<file path="config.mk">
export PLATFORM = sky130hd
export DESIGN_NAME = dac_sample_scheduler
export DESIGN_NICKNAME = d
export VERILOG_FILES = /design/src/rtl/dac_sched_pkg.sv /design/src/rtl/tick_divider.sv /design/src/rtl/dac_sample_scheduler.sv
export SDC_FILE = /design/constraint.sdc
export NUM_CORES = 1
export LEC_CHECK = 0
export CAP_MARGIN = 20
export CELL_PAD_IN_SITES_DETAIL_PLACEMENT = 2
export CELL_PAD_IN_SITES_GLOBAL_PLACEMENT = 2
export CORE_MARGIN = 2
export CORE_UTILIZATION = 28
export DETAILED_ROUTE_END_ITERATION = 8
export PLACE_DENSITY = 0.82
export SLEW_MARGIN = 20
export SYNTH_ARGS = -nofsm -noshare
export SYNTH_HDL_FRONTEND = slang
export SYNTH_SLANG_ARGS = --single-unit
</file>
<file path="constraint.sdc">
create_clock -name clk -period 2.8 [get_ports clk]
set_input_delay 0.42 -clock clk [delete_from_list [all_inputs] [get_ports clk]]
set_output_delay 0.42 -clock clk [all_outputs]
set_load 0.1 [all_outputs]
</file>
<file path="src/rtl/dac_sched_pkg.sv">
// Shared types and constants for the DAC sample scheduler.
package dac_sched_pkg;

    typedef enum logic [1:0] {
        IDLE,
        RUN,
        STALL,
        DRAIN
    } sched_state_t;

    // div values below this behave as MIN_DIV so capture always finishes before the next step
    localparam int unsigned MIN_DIV = 2;

    function automatic int unsigned sel_width(int unsigned n);
        return (n > 1) ? $clog2(n) : 1;
    endfunction

endpackage

</file>
<file path="src/rtl/tick_divider.sv">
// Step-period counter: counts 0..max(div,MIN_DIV) and flags the terminal count.
// Holds its value whenever advance is low; load latches div and clears the count.
module tick_divider
    import dac_sched_pkg::*;
#(
    parameter int unsigned DIV_W = 16
) (
    input  logic             clk,
    input  logic             rst_n,
    input  logic             load,
    input  logic [DIV_W-1:0] div,
    input  logic             advance,
    output logic             terminal
);

    logic [DIV_W-1:0] div_q;
    logic [DIV_W-1:0] count_q;
    logic [DIV_W-1:0] limit;

    assign limit    = (div_q < DIV_W'(MIN_DIV)) ? DIV_W'(MIN_DIV) : div_q;
    assign terminal = (count_q == limit);

    always_ff @(posedge clk or negedge rst_n) begin
        if (!rst_n) begin
            div_q   <= '0;
            count_q <= '0;
        end else if (load) begin
            div_q   <= div;
            count_q <= '0;
        end else if (advance) begin
            count_q <= terminal ? '0 : count_q + 1'b1;
        end
    end

endmodule

</file>
<file path="src/rtl/dac_sample_scheduler.sv">
// Steps one selected DAC waveform generator at a programmable rate and hands each captured
// sample to the modulator over valid/ready. Optional macro: DAC_SCHED_OVERRUN_CNT_EN.
module dac_sample_scheduler
    import dac_sched_pkg::*;
#(
    parameter int unsigned N       = 16,
    parameter int unsigned NUM_SRC = 4,
    parameter int unsigned DIV_W   = 16
) (
    input  logic                          clk,
    input  logic                          rst_n,
    input  logic                          start,
    input  logic                          stop,
    input  logic [DIV_W-1:0]              div,
    input  logic [sel_width(NUM_SRC)-1:0] src_sel,
    input  logic [NUM_SRC*N-1:0]          src_data,
    output logic [NUM_SRC-1:0]            gen_ena,
    output logic [N-1:0]                  sample_data,
    output logic                          sample_valid,
    input  logic                          sample_ready,
    output logic                          busy,
`ifdef DAC_SCHED_OVERRUN_CNT_EN
    output logic [15:0]                   overrun_cnt,
`endif
    output logic                          overrun
);

    localparam int unsigned SelW = sel_width(NUM_SRC);

    sched_state_t        state_q, state_d;
    logic [SelW-1:0]     sel_q;
    logic [NUM_SRC-1:0]  gen_ena_q;
    logic                capture_pending_q;
    logic [N-1:0]        sample_data_q;
    logic                sample_valid_q;
    logic                overrun_q;

    logic start_ok;
    logic accept;
    logic blocked;
    logic terminal;
    logic advance;
    logic step;
    logic enter_stall;

    assign start_ok = (state_q == IDLE) && start && !stop;
    assign accept   = sample_valid_q && sample_ready;
    assign blocked  = sample_valid_q && !sample_ready;

    tick_divider #(
        .DIV_W (DIV_W)
    ) u_tick_divider (
        .clk      (clk),
        .rst_n    (rst_n),
        .load     (start_ok),
        .div      (div),
        .advance  (advance),
        .terminal (terminal)
    );

    always_comb begin
        state_d     = state_q;
        advance     = 1'b0;
        step        = 1'b0;
        enter_stall = 1'b0;
        unique case (state_q)
            IDLE: begin
                if (start_ok) state_d = RUN;
            end
            RUN: begin
                if (stop) begin
                    state_d = DRAIN;
                end else if (terminal && blocked) begin
                    // Freeze at terminal so the step is issued, not skipped, once unblocked
                    state_d     = STALL;
                    enter_stall = 1'b1;
                end else begin
                    advance = 1'b1;
                    step    = terminal;
                end
            end
            STALL: begin
                if (stop) begin
                    state_d = DRAIN;
                end else if (accept) begin
                    state_d = RUN;
                    advance = 1'b1;
                    step    = 1'b1;
                end
            end
            DRAIN: begin
                if (!capture_pending_q && !sample_valid_q) state_d = IDLE;
            end
            default: state_d = IDLE;
        endcase
    end

    always_ff @(posedge clk or negedge rst_n) begin
        if (!rst_n) begin
            state_q           <= IDLE;
            sel_q             <= '0;
            gen_ena_q         <= '0;
            capture_pending_q <= 1'b0;
            sample_data_q     <= '0;
            sample_valid_q    <= 1'b0;
            overrun_q         <= 1'b0;
        end else begin
            state_q           <= state_d;
            gen_ena_q         <= step ? (NUM_SRC'(1) << sel_q) : '0;
            capture_pending_q <= |gen_ena_q;
            if (start_ok) begin
                sel_q <= src_sel;
            end
            if (capture_pending_q) begin
                sample_data_q  <= src_data[sel_q*N +: N];
                sample_valid_q <= 1'b1;
            end else if (accept) begin
                sample_valid_q <= 1'b0;
            end
            if (start_ok) begin
                overrun_q <= 1'b0;
            end else if (enter_stall) begin
                overrun_q <= 1'b1;
            end
        end
    end

`ifdef DAC_SCHED_OVERRUN_CNT_EN
    logic [15:0] overrun_cnt_q;

    always_ff @(posedge clk or negedge rst_n) begin
        if (!rst_n) begin
            overrun_cnt_q <= '0;
        end else if (start_ok) begin
            overrun_cnt_q <= '0;
        end else if (enter_stall && (overrun_cnt_q != 16'hFFFF)) begin
            overrun_cnt_q <= overrun_cnt_q + 16'd1;
        end
    end

    assign overrun_cnt = overrun_cnt_q;
`endif

    assign gen_ena      = gen_ena_q;
    assign sample_data  = sample_data_q;
    assign sample_valid = sample_valid_q;
    assign busy         = (state_q != IDLE);
    assign overrun      = overrun_q;

endmodule

</file>
# Word level (Yosys, flattened, before mapping)
# Cells that the tools add are included.
word_totals:
  regBits: 59
  input_bits: 87
  out_inout_bits: 23
  word_cells: 65
op_classes:
  add_sub_neg: 1
  order_cmp: 1
  n_eq_ne: 8
  n_shift: 2
  mux: 27
  n_reduce_logical: 17
op_table:
  columns: ["cell", "n"]
  rows:
  - ["$mux 16", 4]
  - ["$shiftx 64x7->16", 1]
  - ["$add 16x1->16 const B", 1]
  - ["$eq 16x16->1", 1]
  - ["$lt 16x2->1 const B", 1]
  - ["$mux 1", 13]
  - ["$mux 2", 6]
  - ["$pmux 2 s4", 1]
  - ["$reduce_bool 2->1", 4]
  - ["$logic_and 1x1->1", 6]
  - ["$ne 3x3->1 const B", 2]
  - ["$eq 2x2->1 const B", 2]
  - ["$logic_not 1->1", 4]
  - ["$mux 4", 1]
  - ["$ne 2x2->1 const B", 2]
  - ["$pmux 1 s2", 2]
  - ["$reduce_and 4->1", 1]
  - ["$reduce_or 4->1", 1]
  - ["$shl 1x2->4 const A", 1]
  - ["$eq 2x1->1 const B", 1]
  - ["$logic_not 2->1", 1]

# Depth between registers and ports, before layout
depth:
  ltp_word: 9
  ltp_mapped: 9
  depth_no_buf: 8

# Hierarchy
# From an unflattened synthesis, not the netlist that was laid out.
hier_totals:
  cells_unflattened: 265
  area_unflattened_um2: 3321.9
by_module_without_submodules:
  columns: ["mod", "instances", "cells_each", "area_each_um2", "seq_area_each_um2"]
  rows:
  - ["tick_divider", 1, 154, 1722.9, 800.8]
  - ["dac_sample_scheduler", 1, 111, 1599.0, 675.6]

# Worst setup path after synthesis
# Ideal clock, no wire load.
synth_timing:
  kind: "register -> register"
  from: "reg state_q[0]"
  to: "reg u_tick_divider.count_q[1]"
  setup_ns: 0.066
  t_arrival_ns: 2.502
  t_required_ns: 2.734
  slack_ns: 0.232
  path_stages_with_launch: 9
  n_path_buf: 3
  period_less_slack_ns: 2.568
  cell_sequence: "dfrtp_1 -> inv_1 -> ha_1 -> inv_1 -> or2_2 -> clkbuf_1 -> clkbuf_1 -> clkbuf_1 -> o31a_1"
synth_between:
  elab_chain_len: 4
  word_cells_on_any_way: 8
  cone_classes: "eq/ne: 2; mux: 2; reduce/logical: 4"
synth_lines:
  columns: ["item", "line", "rtl"]
  rows:
  - ["start, declared", "dac_sample_scheduler.sv:30", "sched_state_t state_q, state_d;"]
  - ["start signal, assigned", "dac_sample_scheduler.sv:108", "state_q <= state_d;"]
  - ["branches (longest 4 deep; another with $eq 2x2->1)", null, null]
  - ["end signal, assigned", "tick_divider.sv:31", "count_q <= terminal ? '0 : count_q + 1'b1;"]
  - ["end, declared", "tick_divider.sv:17", "logic [DIV_W-1:0] count_q;"]
# Several ways; the timed one is not identified.
# A chain may end at the register's enable or synchronous reset.

# Worst setup path after layout
layout_timing:
  from: "reg u_tick_divider.div_q[8]"
  to: "reg u_tick_divider.count_q[10]"
layout_between:
  elab_chain_len: 8
  word_cells_on_any_way: 11
  cone_classes: "order compare: 1; eq/ne: 1; mux: 7; reduce/logical: 2"
layout_lines:
  columns: ["item", "line", "rtl"]
  rows:
  - ["start, declared", "tick_divider.sv:16", "logic [DIV_W-1:0] div_q;"]
  - ["start signal, assigned", "tick_divider.sv:28", "div_q <= div;"]
  - ["$lt 16x2->1", "tick_divider.sv:20", "assign limit = (div_q < DIV_W'(MIN_DIV)) ? DIV_W'(MIN_DIV) : div_q;"]
  - ["$mux 16 (*)", "tick_divider.sv:20", null]
  - ["$eq 16x16->1 (*)", "tick_divider.sv:21", "assign terminal = (count_q == limit);"]
  - ["$logic_and 1x1->1", "dac_sample_scheduler.sv:73", "end else if (terminal && blocked) begin"]
  - ["$mux 1", "dac_sample_scheduler.sv:73", null]
  - ["$mux 1", "dac_sample_scheduler.sv:71", "if (stop) begin"]
  - ["$pmux 1 s2", "dac_sample_scheduler.sv:66", "unique case (state_q)"]
  - ["$reduce_bool 2->1 (no source line)", null, null]
# Mark *: on every way between the ends. The rest lies on a longest branch, timed or not. The select of a mux whose other input is x is not followed.

==> results.cfg <==
[detailed_routing]
drt_wl_total_um = 11700
drt-initial-drc-count = 156
drc = 0
drtAntennaViolNets = 0
num_vias = 3182
top_layer_used = met4
dr.pass1.iters = 4
vias_per_cell = 5.29
wire_per_inst_um = 19.5
wl_met1_um = 4780
dr_wl_met2_um = 5960
wl_met3_um = 846

[run_status]
status = complete, no violations

[synth]
synth_top_area_cell = dfrtp_1
synth_common_cells = nand2_1 (76), dfrtp_1 (59), nor2_1 (18)
synth-main-ff-cell = dfrtp_1
synth_edf_count = 0
yosys_warnings = 0
ys_seq_elements = 59
synth.top_cell.area_share_pct = 42.8
synth_cell_type_count = 50
synth-seq-area-share_pct = 42.8
syn-num-nets = 434
synth_most_common_cell = nand2_1
netlist_instances = 341
synthArstFlopShare_pct = 100
syn-cell-area_um2 = 3450
synth.area.top_cells = dfrtp_1 (43%), mux4_2 (10%), nand2_1 (8.3%)
syn_avg_cell_area_um2 = 10.1

[sta]
setup_viol_count_final = 0
worst_pin_slew_ns = 0.852
slew_headroom_pct = 43.2
finClkSkew_ns = 0.00715
grt_setup_unrepaired = false
drv_slew = 0
setup_tns_ns = 0
fmax_ghz = 0.408
finalCriticalPeriod_ns = 2.45
hold_viol_final = 0
fin_crit_sh_pct = 87.5

[critical_path]
crit_end = u_tick_divider.count_q[10]
crit_type = reg -> reg
cp_max_fo = 7
cp-end-kind = register
crit_path_start = u_tick_divider.div_q[8]
required_ns = 2.99
r2r_start = u_tick_divider.div_q[8]
worst-path-buf-inv = 0
worstPathArrival_ns = 2.64
reg2reg_to = u_tick_divider.count_q[10]
r2r_slack_ns = 0.35
crit_chain = or4_4 > nor4_2 > a211oi_1 > a211o_1 > nor2_2 > o32ai_1
cpPeakStageDelay_ns = 0.56
crit_slowest_cell = or4_4
r2r_cells = 6
critPathTopFamily = simple AND/OR/NAND/NOR gates
path_depth = 6
start_kind = register

[floorplanning]
initial_utilization_pct = 28.7
die-area_um2 = 13200
die_h_um = 115
core_area_um2 = 12000
io_pins = 110
dieWidth_um = 115
fp-row-count = 40

[clock_network]
tritoncts = yes
clock_latency_ns = 0.33
cts_setup_buffers = 0
htreeDepth = 3
postCtsHoldBufs = 0
clk_pin_slew_worst_paths_ns = 0.05
clock_path_buffers = 2
clock-sinks = 59
cts_root_buf = clkbuf_16
cts-resized-gates = 0
numCtsBuffers = 9

[finish]
syn_to_final_growth_pct = 44.3
n_fill_cell = 1278
nets = 544
drive_above_1_share_pct = 21.1
register_area_um2 = 1480
fin_area_um2 = 4980
multi_input_area_um2 = 1880
stdcell_count = 602
postLayoutCoreUtil_pct = 41.5
antenna_cells = 0

[global_routing]
grt_usage_pct = 18.4
grt_pass1_vias = 3634
grt_pass1_wl_um = 18900
antenna_found_initial = 0
grt_max_degree = 60
grt_overflow = 0

[min_path]
hold_class = in -> async

[power]
peakVddDrop_mv = 0.248
leakage_nw = 2.20
p_per_area_nw_per_um2 = 807

[flow_run]
max_cap_viol_count = 0

[place]
gp_congestion = 0.759
place_inst = 587
port_buffers = 109
dp_hpwl_um = 8860
dpl_cell_area_um2 = 4690
[cell type report]
| cell class | count | share of cell area [%] |
|---|---|---|
| multi-input cells | 257 | 37.7 |
| clock inverters | 1 | 0.100 |
| flip-flops and latches | 59 | 29.6 |
| inverters | 5 | 0.377 |
| well taps | 147 | 3.69 |
| repair buffers | 119 | 22.6 |
| clock buffers | 14 | 5.90 |
[metal layers]
layer	up-vias	global-route usage [%]
met2	116	34.0
met4	0	5.46
met3	11	4.85
li1	1448	-
met5	-	0
met1	1607	20.8
[power breakdown]
group          internal (W)  leakage, nW  switching, W  total (W)
Clock              0.000713        0.151      0.000375    0.00109
Combinational      0.000729         1.28      0.000886    0.00161
Sequential          0.00104        0.764      0.000281    0.00132
Total               0.00248         2.20       0.00154    0.00402
[layout by cell type, fill, tap and decap left out, types with 5 or more instances in the layout]
| cell type | instances |
|---|---|
| o21ai_0 | 7 |
| inv_1 | 5 |
| buf_4 | 31 |
| clkdlybuf4s50_1 | 85 |
| o32ai_1 | 6 |
| nand2_1 | 76 |
| and3_1 | 6 |
| nor2_1 | 17 |
| mux4_2 | 16 |
| nor3_1 | 7 |
| o22ai_1 | 9 |
| nand3_1 | 6 |
| nor2b_1 | 6 |
| clkbuf_16 | 9 |
| nand4_1 | 5 |
| a21oi_1 | 6 |
| dfrtp_1 | 59 |
| nor4_1 | 9 |
| mux2_2 | 16 |
| xor2_1 | 14 |
| ha_1 | 6 |
| clkbuf_8 | 5 |
[per-stage QoR]
step,hold WS (ns),total power [W],setup WS (ns)
after floorplan,0.124,0.00239,0.232
after global placement,0.489,0.00288,0.446
after detailed placement,0.491,0.00297,0.402
after CTS,0.303,0.00408,0.375
after global routing,0.328,0.00430,0.156
final,0.272,0.00402,0.350
[flip-flops by register name (all words and copies together) (netlist names)]
signal	flops
sample_data	16
u_tick_divider.count_q	16
u_tick_divider.div_q	16
gen_ena	4
sel_q	2
state_q	2
capture_pending_q	1
overrun	1
sample_valid	1
[how the worst min path moves through the flow]
stage	startpoint	cells after the start	end	slack, ns
floorplan	rst_n	0	capture_pending_q	0.12
global placement	gen_ena[3]	1	capture_pending_q	0.49
detailed placement	gen_ena[3]	1	capture_pending_q	0.49
CTS	rst_n	2	sample_data[1]	0.30
global route	rst_n	2	sample_data[10]	0.33
finish	rst_n	2	sample_data[11]	0.27
[cell families after synthesis]
| family | share of synthesized area [%] |
|---|---|
| multiplexers | 16.2 |
| buffers and inverters | 2.93 |
| XOR/XNOR | 3.55 |
| adder cells (fa/ha/maj) | 2.17 |
| AND/OR/NAND/NOR | 22.1 |
| flip-flops | 42.8 |
| AO/OA/AOI/OAI | 10.3 |
(Power assumes the default switching activity.)
